`src/rtl/pipeline_hazard_ctrl.sv`:
```
// Stall/flush/forwarding controller for the 5-stage pipeline, with memory-wait freeze and timeout lock.
// Optional performance counters are enabled by defining HAZARD_PERF_EN.
module pipeline_hazard_ctrl #(
   parameter int unsigned MEM_TIMEOUT = 16,
   parameter int unsigned CNT_W       = 8
) (
   input  logic        clk_i,
   input  logic        rst_ni,
   input  logic [4:0]  id_rs1_i,
   input  logic [4:0]  id_rs2_i,
   input  logic [4:0]  ex_rs1_i,
   input  logic [4:0]  ex_rs2_i,
   input  logic [4:0]  ex_rd_i,
   input  logic        ex_memread_i,
   input  logic        branch_taken_i,
   input  logic [4:0]  mem_rd_i,
   input  logic        mem_regwrite_i,
   input  logic [4:0]  wb_rd_i,
   input  logic        wb_regwrite_i,
   input  logic        dmem_req_i,
   input  logic        dmem_ack_i,
   output logic        pc_en_o,
   output logic        ifid_en_o,
   output logic        ifid_flush_o,
   output logic        idex_en_o,
   output logic        idex_flush_o,
   output logic        exmem_en_o,
   output logic        memwb_flush_o,
   output logic [1:0]  fwd_a_o,
   output logic [1:0]  fwd_b_o,
   output logic        err_o
`ifdef HAZARD_PERF_EN
   ,
   output logic [31:0] perf_lu_o,
   output logic [31:0] perf_flush_o,
   output logic [31:0] perf_wait_o
`endif
);

   localparam int unsigned CNT_INC_W = CNT_W + 1;

   typedef enum logic [1:0] {
      ST_RUN      = 2'd0,
      ST_MEM_WAIT = 2'd1,
      ST_ERR      = 2'd2
   } state_e;

   state_e             state_q, state_d;
   logic [CNT_W-1:0]   cnt_q, cnt_d;
   logic               err_q, err_d;

   logic [CNT_INC_W-1:0] cnt_inc;
   logic                 timeout_hit;
   logic                 lu;
   logic                 freeze;
   logic                 br_flush;
   logic                 lu_bubble;

   // EX/MEM result wins over MEM/WB; x0 is never forwarded
   function automatic logic [1:0] fwd_sel(input logic [4:0] rs,
                                          input logic       mrw, input logic [4:0] mrd,
                                          input logic       wrw, input logic [4:0] wrd);
      logic [1:0] sel;
      sel = 2'b00;
      if (mrw && (mrd != 5'd0) && (mrd == rs)) begin
         sel = 2'b10;
      end else if (wrw && (wrd != 5'd0) && (wrd == rs)) begin
         sel = 2'b01;
      end
      return sel;
   endfunction

   assign cnt_inc     = {1'b0, cnt_q} + CNT_INC_W'(1);
   assign timeout_hit = (cnt_inc >= CNT_INC_W'(MEM_TIMEOUT));
   assign lu          = ex_memread_i && (ex_rd_i != 5'd0) &&
                        ((ex_rd_i == id_rs1_i) || (ex_rd_i == id_rs2_i));

   // next-state and combinational pipeline controls
   always_comb begin
      state_d       = state_q;
      cnt_d         = cnt_q;
      err_d         = err_q;
      freeze        = 1'b0;
      pc_en_o       = 1'b1;
      ifid_en_o     = 1'b1;
      ifid_flush_o  = 1'b0;
      idex_en_o     = 1'b1;
      idex_flush_o  = 1'b0;
      exmem_en_o    = 1'b1;
      memwb_flush_o = 1'b0;
      fwd_a_o       = fwd_sel(ex_rs1_i, mem_regwrite_i, mem_rd_i, wb_regwrite_i, wb_rd_i);
      fwd_b_o       = fwd_sel(ex_rs2_i, mem_regwrite_i, mem_rd_i, wb_regwrite_i, wb_rd_i);

      unique case (state_q)
         ST_RUN: begin
            freeze = dmem_req_i && !dmem_ack_i;
            if (freeze) begin
               state_d = ST_MEM_WAIT;
               cnt_d   = CNT_W'(1);
            end
         end
         ST_MEM_WAIT: begin
            freeze = !dmem_ack_i;
            if (dmem_ack_i) begin
               state_d = ST_RUN;
               cnt_d   = '0;
            end else begin
               cnt_d = cnt_inc[CNT_W-1:0];
               if (timeout_hit) begin
                  state_d = ST_ERR;
                  err_d   = 1'b1;
               end
            end
         end
         ST_ERR: begin
            freeze = 1'b1;
         end
         default: begin
            state_d = ST_RUN;
            cnt_d   = '0;
         end
      endcase

      br_flush  = !freeze && branch_taken_i;
      lu_bubble = !freeze && !branch_taken_i && lu;

      if (freeze) begin
         pc_en_o       = 1'b0;
         ifid_en_o     = 1'b0;
         idex_en_o     = 1'b0;
         exmem_en_o    = 1'b0;
         memwb_flush_o = 1'b1;
      end else if (br_flush) begin
         ifid_flush_o = 1'b1;
         idex_flush_o = 1'b1;
      end else if (lu_bubble) begin
         pc_en_o      = 1'b0;
         ifid_en_o    = 1'b0;
         idex_flush_o = 1'b1;
      end

      // reset forces a quiet, free-running pipeline regardless of inputs
      if (!rst_ni) begin
         pc_en_o       = 1'b1;
         ifid_en_o     = 1'b1;
         ifid_flush_o  = 1'b0;
         idex_en_o     = 1'b1;
         idex_flush_o  = 1'b0;
         exmem_en_o    = 1'b1;
         memwb_flush_o = 1'b0;
         fwd_a_o       = 2'b00;
         fwd_b_o       = 2'b00;
      end
   end

   always_ff @(posedge clk_i or negedge rst_ni) begin
      if (!rst_ni) begin
         state_q <= ST_RUN;
         cnt_q   <= '0;
         err_q   <= 1'b0;
      end else begin
         state_q <= state_d;
         cnt_q   <= cnt_d;
         err_q   <= err_d;
      end
   end

   assign err_o = err_q;

`ifdef HAZARD_PERF_EN
   logic [31:0] perf_lu_q, perf_flush_q, perf_wait_q;

   // event counters, wrapping naturally at 2^32
   always_ff @(posedge clk_i or negedge rst_ni) begin
      if (!rst_ni) begin
         perf_lu_q    <= '0;
         perf_flush_q <= '0;
         perf_wait_q  <= '0;
      end else begin
         if (lu_bubble) perf_lu_q <= perf_lu_q + 32'd1;
         if (br_flush) perf_flush_q <= perf_flush_q + 32'd1;
         if (freeze && (state_q != ST_ERR)) perf_wait_q <= perf_wait_q + 32'd1;
      end
   end

   assign perf_lu_o    = perf_lu_q;
   assign perf_flush_o = perf_flush_q;
   assign perf_wait_o  = perf_wait_q;
`endif

endmodule
```
`config.mk`:
```
export PLATFORM = sky130hd
export DESIGN_NAME = pipeline_hazard_ctrl
export DESIGN_NICKNAME = d
export VERILOG_FILES = /design/src/rtl/pipeline_hazard_ctrl.sv
export SDC_FILE = /design/constraint.sdc
export NUM_CORES = 1
export LEC_CHECK = 0
export CELL_PAD_IN_SITES_DETAIL_PLACEMENT = 1
export CELL_PAD_IN_SITES_GLOBAL_PLACEMENT = 1
export CORE_UTILIZATION = 29
export CTS_CLUSTER_SIZE = 12
export DETAILED_ROUTE_END_ITERATION = 16
export PLACE_DENSITY = 0.83
export SYNTH_ARGS = -nofsm -noshare
export SYNTH_HDL_FRONTEND = slang
export SYNTH_SLANG_ARGS = --single-unit
```
`constraint.sdc`:
```
create_clock -name clk_i -period 2.5 [get_ports clk_i]
set_input_delay 0.375 -clock clk_i [delete_from_list [all_inputs] [get_ports clk_i]]
set_output_delay 0.375 -clock clk_i [all_outputs]
set_load 0.01 [all_outputs]
```
Word level (Yosys, flattened, before mapping)
Index checks and enable logic that the tools add are counted.
{"block": "word_totals", "in_bits": 43, "wordCells": 69, "regBits": 11, "out_inout_bits": 12}
{"block": "op_classes", "n_reduce_logical": 23, "eq_ne": 10, "bitwise": 2, "addsub": 1, "muxes": 29, "magnitude_cmp": 1}
{"cell": "$eq A5 B5 Y1", "count": 6}
{"cell": "$pmux W8 S3", "count": 1}
{"cell": "$mux W1", "count": 17}
{"cell": "$mux W8", "count": 2}
{"cell": "$reduce_bool A5 Y1", "count": 3}
{"cell": "$mux W2", "count": 7}
{"cell": "$logic_and A1 B1 Y1", "count": 12}
{"cell": "$add A8 B1 Y9 const B", "count": 1}
{"cell": "$ge A9 B5 Y1 const B", "count": 1}
{"cell": "$pmux W2 S3", "count": 1}
{"cell": "$reduce_and A3 Y1", "count": 2}
{"cell": "$logic_not A1 Y1", "count": 3}
{"cell": "$ne A3 B3 Y1 const B", "count": 1}
{"cell": "$pmux W1 S3", "count": 1}
{"cell": "$eq A2 B1 Y1 const B", "count": 1}
{"cell": "$eq A2 B2 Y1 const B", "count": 1}
{"cell": "$logic_not A2 Y1", "count": 1}
{"cell": "$ne A2 B2 Y1 const B", "count": 1}
{"cell": "$not A1 Y1", "count": 2}
{"cell": "$reduce_and A2 Y1", "count": 1}
{"cell": "$logic_or A1 B1 Y1", "count": 1}

Depth between registers and ports, before layout
{"block": "depth", "depth_word": 10, "mapped_depth": 5, "ltp_nobuf": 5}

Least setup slack after synthesis
Ideal clock, no wire load.
{"block": "synth_timing", "kind": "input-to-output", "from": "input mem_rd_i[1]", "to": "output fwd_a_o[0]", "path_buffers": 0, "setup_slack_ps": 508, "t_arrival_ps": 1617, "t_required_ps": 2125, "stages": 4, "path_cell_list": "or4_1 > o21ai_0 > nor4_1 > nor4_1"}
{"block": "synth_via", "elab_chain_cells": 5, "elab_cells_between_ends": 6, "cone_classes": "eq/ne: 1; mux: 2; reduce/logical: 3"}
{"item": "start, declared", "line": "16", "source": "input logic [4:0] mem_rd_i,"}
{"item": "$reduce_bool A5 Y1", "line": "65", "source": "if (mrw && (mrd != 5'd0) && (mrd == rs)) begin"}
{"item": "$logic_and A1 B1 Y1", "line": "65"}
{"item": "$logic_and A1 B1 Y1 *", "line": "65"}
{"item": "$mux W2 *", "line": "65"}
{"item": "$mux W2 *", "line": "143", "source": "if (!rst_ni) begin"}
{"item": "end, declared", "line": "29", "source": "output logic [1:0] fwd_a_o,"}
Every way passes the cells marked *; elsewhere a longest branch is shown, timed or not.

Final worst setup path
{"block": "layout_timing", "from": "input mem_rd_i[2]", "to": "output fwd_b_o[1]"}
{"block": "layout_via", "elab_chain_cells": 5, "elab_cells_between_ends": 6, "cone_classes": "eq/ne: 1; mux: 2; reduce/logical: 3"}
{"item": "$reduce_bool A5 Y1", "line": "65"}
{"item": "$logic_and A1 B1 Y1", "line": "65"}
{"item": "$logic_and A1 B1 Y1 *", "line": "65"}
{"item": "$mux W2 *", "line": "65"}
{"item": "$mux W2 *", "line": "143"}
{"item": "end, declared", "line": "30", "source": "output logic [1:0] fwd_b_o,"}
Marked as above.

==> results.py <==
metrics = {
    "status": {
        "status": "complete, no violations",
    },
    "placed_design": {
        "port_buffers": 54,
        "place_area_um2": 1734,
        "routabilityCongestion": 0.8395,
        "hpwl_mm": 3.025,
    },
    "route": {
        "drtIter0Drc": 27,
        "vias": 1198,
        "viasPerCell": 4.971,
        "wire_per_inst_um": 15.25,
        "dr.pass1.iters": 4,
        "wl_mm": 3.676,
        "route.antenna.remaining_nets": 0,
        "drc_errors": 0,
    },
    "timing": {
        "finalHoldViolations": 0,
        "tightest_slew_ns": 0.5360,
        "fin_crit_sh_pct": 96.74,
        "rsz0062_at_grt": "no",
        "finalCriticalPeriod_ns": 2.418,
        "fmax_ghz": 0.4135,
        "finClkSkew_ns": 0.001760,
        "slew_headroom_pct": 64.26,
        "final-setup-viol-count": 0,
        "fin_hold_ws_ns": 0.4677,
        "slew_viol_final": 0,
    },
    "cells_and_area": {
        "layout.nets": 240,
        "syn_to_final_growth_pct": 75.43,
        "final_layout_size_suffix_gt1_share_pct": 16.41,
        "diodes": 0,
        "final_area_um2": 1778,
        "utilization_pct": 53.28,
    },
    "yosys": {
        "postSynthAreaPerCell_um2": 8.517,
        "syn-num-nets": 163,
        "ys_ff_latch": 11,
        "ys_seq_area_share_pct": 27.16,
        "ys_top_cells_by_area": "dfrtp_1, xor2_1, xnor2_1",
        "synth_top_area_share_pct": 27.16,
        "syn-cell-area_um2": 1013,
        "syn_inst": 119,
        "yosys_warnings": 0,
        "ys_types": 32,
        "netlist.top_cell.by_area": "dfrtp_1",
    },
    "floorplanning": {
        "fp-row-count": 21,
        "die_h_um": 61.12,
        "io-pin-count": 55,
        "core_um2": 3337,
        "dieArea_um2": 3735,
        "initial_core_util_pct": 30.37,
        "die_w_um": 61.12,
    },
    "clock_tree": {
        "clockBufferDepth": 2,
        "clock_latency_ns": 0.28,
        "cts.sink_count": 11,
        "cts_max_level": 1,
        "clk_pin_slew_worst_paths_ns": 0.07,
        "numCtsBuffers": 3,
        "cts_root_buf": "clkbuf_4",
        "cts_tree": "done",
        "ctsHoldBuffers": 0,
    },
    "critical_path": {
        "critPathMaxFanout": 2,
        "cp.arrival_ns": 2.04,
        "crit_required_ns": 2.12,
        "cp-end-kind": "output port",
        "crit_type": "primary input to output port",
        "worst_setup_path_start_kind": "primary input",
    },
    "power": {
        "p_leak_nw": 0.7841,
        "power_density_nw_per_um2": 312.5,
        "irDropWorstVdd_v": 0.0001755,
        "finalPower_w": 0.0005557,
    },
    "global_routing": {
        "overflow": 0,
        "grt_max_degree": 17,
        "track_usage_pct": 21.12,
        "antenna_found_initial": 0,
        "grt_pass1_wl_mm": 5.782,
        "grt_pass1_vias": 1316,
    },
    "hold_path": {
        "hp-class": "register to register",
    },
    "flow_run": {
        "drv_cap": 0,
    },
}
per-layer routing:
metal	routed length (µm)	share of wire, %	track usage [%]	up-vias
met5	0	0	0	-
met4	50	1.4	5.844	0
met3	257	7.0	6.303	6
met2	1979	54	42.08	55
met1	1389	38	20.77	551
li1	-	-	-	586
area by class of cell:
cell class / instances / area, µm²
Tap cell: 46 / 57.56
Multi-Input combinational cell: 102 / 723.2
Inverter: 3 / 11.26
Timing Repair Buffer: 75 / 684.4
Clock buffer: 4 / 26.28
Fill cell: 416 / 1559
Sequential cell: 11 / 275.3
path summary, 6_finish.rpt:
check                             from          to  slack (ns)  cells past startpoint
min                              err_o       err_o        0.47                      1
max                        mem_rd_i[2]  fwd_b_o[1]        0.08                      6
min reg2reg                      err_o       err_o        0.47                      1
max reg2reg                   cnt_q[0]  state_q[0]        0.94                      5
max in group asynchronous       rst_ni       err_o        1.87                      2
min in group asynchronous       rst_ni    cnt_q[5]        0.49                      2
power breakdown:
group	switching (W)	leakage, nW	internal (W)
Combinational	0.0000927	0.620	0.000132
Clock	0.0000659	0.0150	0.0000620
Sequential	0.0000167	0.149	0.000186
Total	0.000175	0.784	0.000380
sequential cells by signal, summed over array words and instances, names as in the netlist:
register,cells
err_o,1
cnt_q,8
state_q,2
worst max-delay path, cell delays in order:
cell and delay [ns]:
clkdlybuf4s50_1 0.44, or4_1 0.53, o21ai_2 0.18, nor4_2 0.08
and2_1 0.15, dlygate4sd2_1 0.28
cell usage in the layout (no fill, tap or decap), drive strengths merged, types with 2 or more instances in the layout:
master | Yosys | routed
clkdlybuf4s50 | 0 | 45
xor2 | 25 | 25
buf | 3 | 23
dfrtp | 11 | 11
o21ai | 9 | 9
nand3 | 7 | 7
or4 | 6 | 6
xnor2 | 6 | 6
nor2 | 6 | 6
nand2 | 6 | 6
clkbuf | 0 | 6
nor3 | 4 | 4
nor4 | 4 | 4
o211ai | 3 | 3
and2 | 3 | 3
inv | 3 | 3
o31ai | 3 | 3
a31oi | 3 | 3
nand2b | 2 | 2
mux2i | 2 | 2
dlymetal6s2s | 0 | 2
dlygate4sd2 | 0 | 2
metrics by stage:
stage | setup TNS, ns | std cells | worst slack [ns]
2_1_floorplan | 0 | 119 | 0.5081
3_3_place_gp | -1.338 | 235 | -0.3321
3_5_place_dp | -1.631 | 235 | -0.3974
4_1_cts | -0.03600 | 241 | -0.02436
5_1_grt | 0 | 241 | 0.0007632
6_report | 0 | 241 | 0.08156
synth_stat cells:
master / number
and3_1: 1
nor4_1: 4
nand3_1: 7
a22oi_1: 1
o31ai_1: 3
nand4_1: 1
and2b_1: 1
a31oi_1: 3
nor2b_1: 1
a21o_1: 1
xor2_1: 25
o211ai_1: 3
inv_1: 3
a21bo_2: 1
nand2_1: 6
xnor2_1: 6
and2_1: 3
nor2_1: 6
nor3_1: 4
buf_2: 1
o21ai_0: 9
a22o_1: 1
dfrtp_1: 11
buf_4: 2
or4_1: 6
or3b_1: 1
nand2b_1: 2
ha_1: 1
a21oi_1: 1
o31a_1: 1
o32a_1: 1
mux2i_1: 2
timing repair:
item                       in CTS  in global routing
setup buffers                   2                  0
pin swaps                       5                  4
resized for setup              21                  5
setup endpoints to repair       7                  7
logic make-up (layout without fill, tap and decap cells):
group                    Yosys count  count (layout)  share of synthesized area [%]
multiplexers                       2               2                          1.975
XOR/XNOR                          31              31                          26.79
buffers and inverters              6              82                          3.085
AND/OR/NAND/NOR                   43              43                          23.33
adder cells (fa/ha/maj)            1               1                          1.234
flip-flops                        11              11                          27.16
AO/OA/AOI/OAI                     25              25                          16.42
No activity file was read; power rests on OpenSTA's default activity.
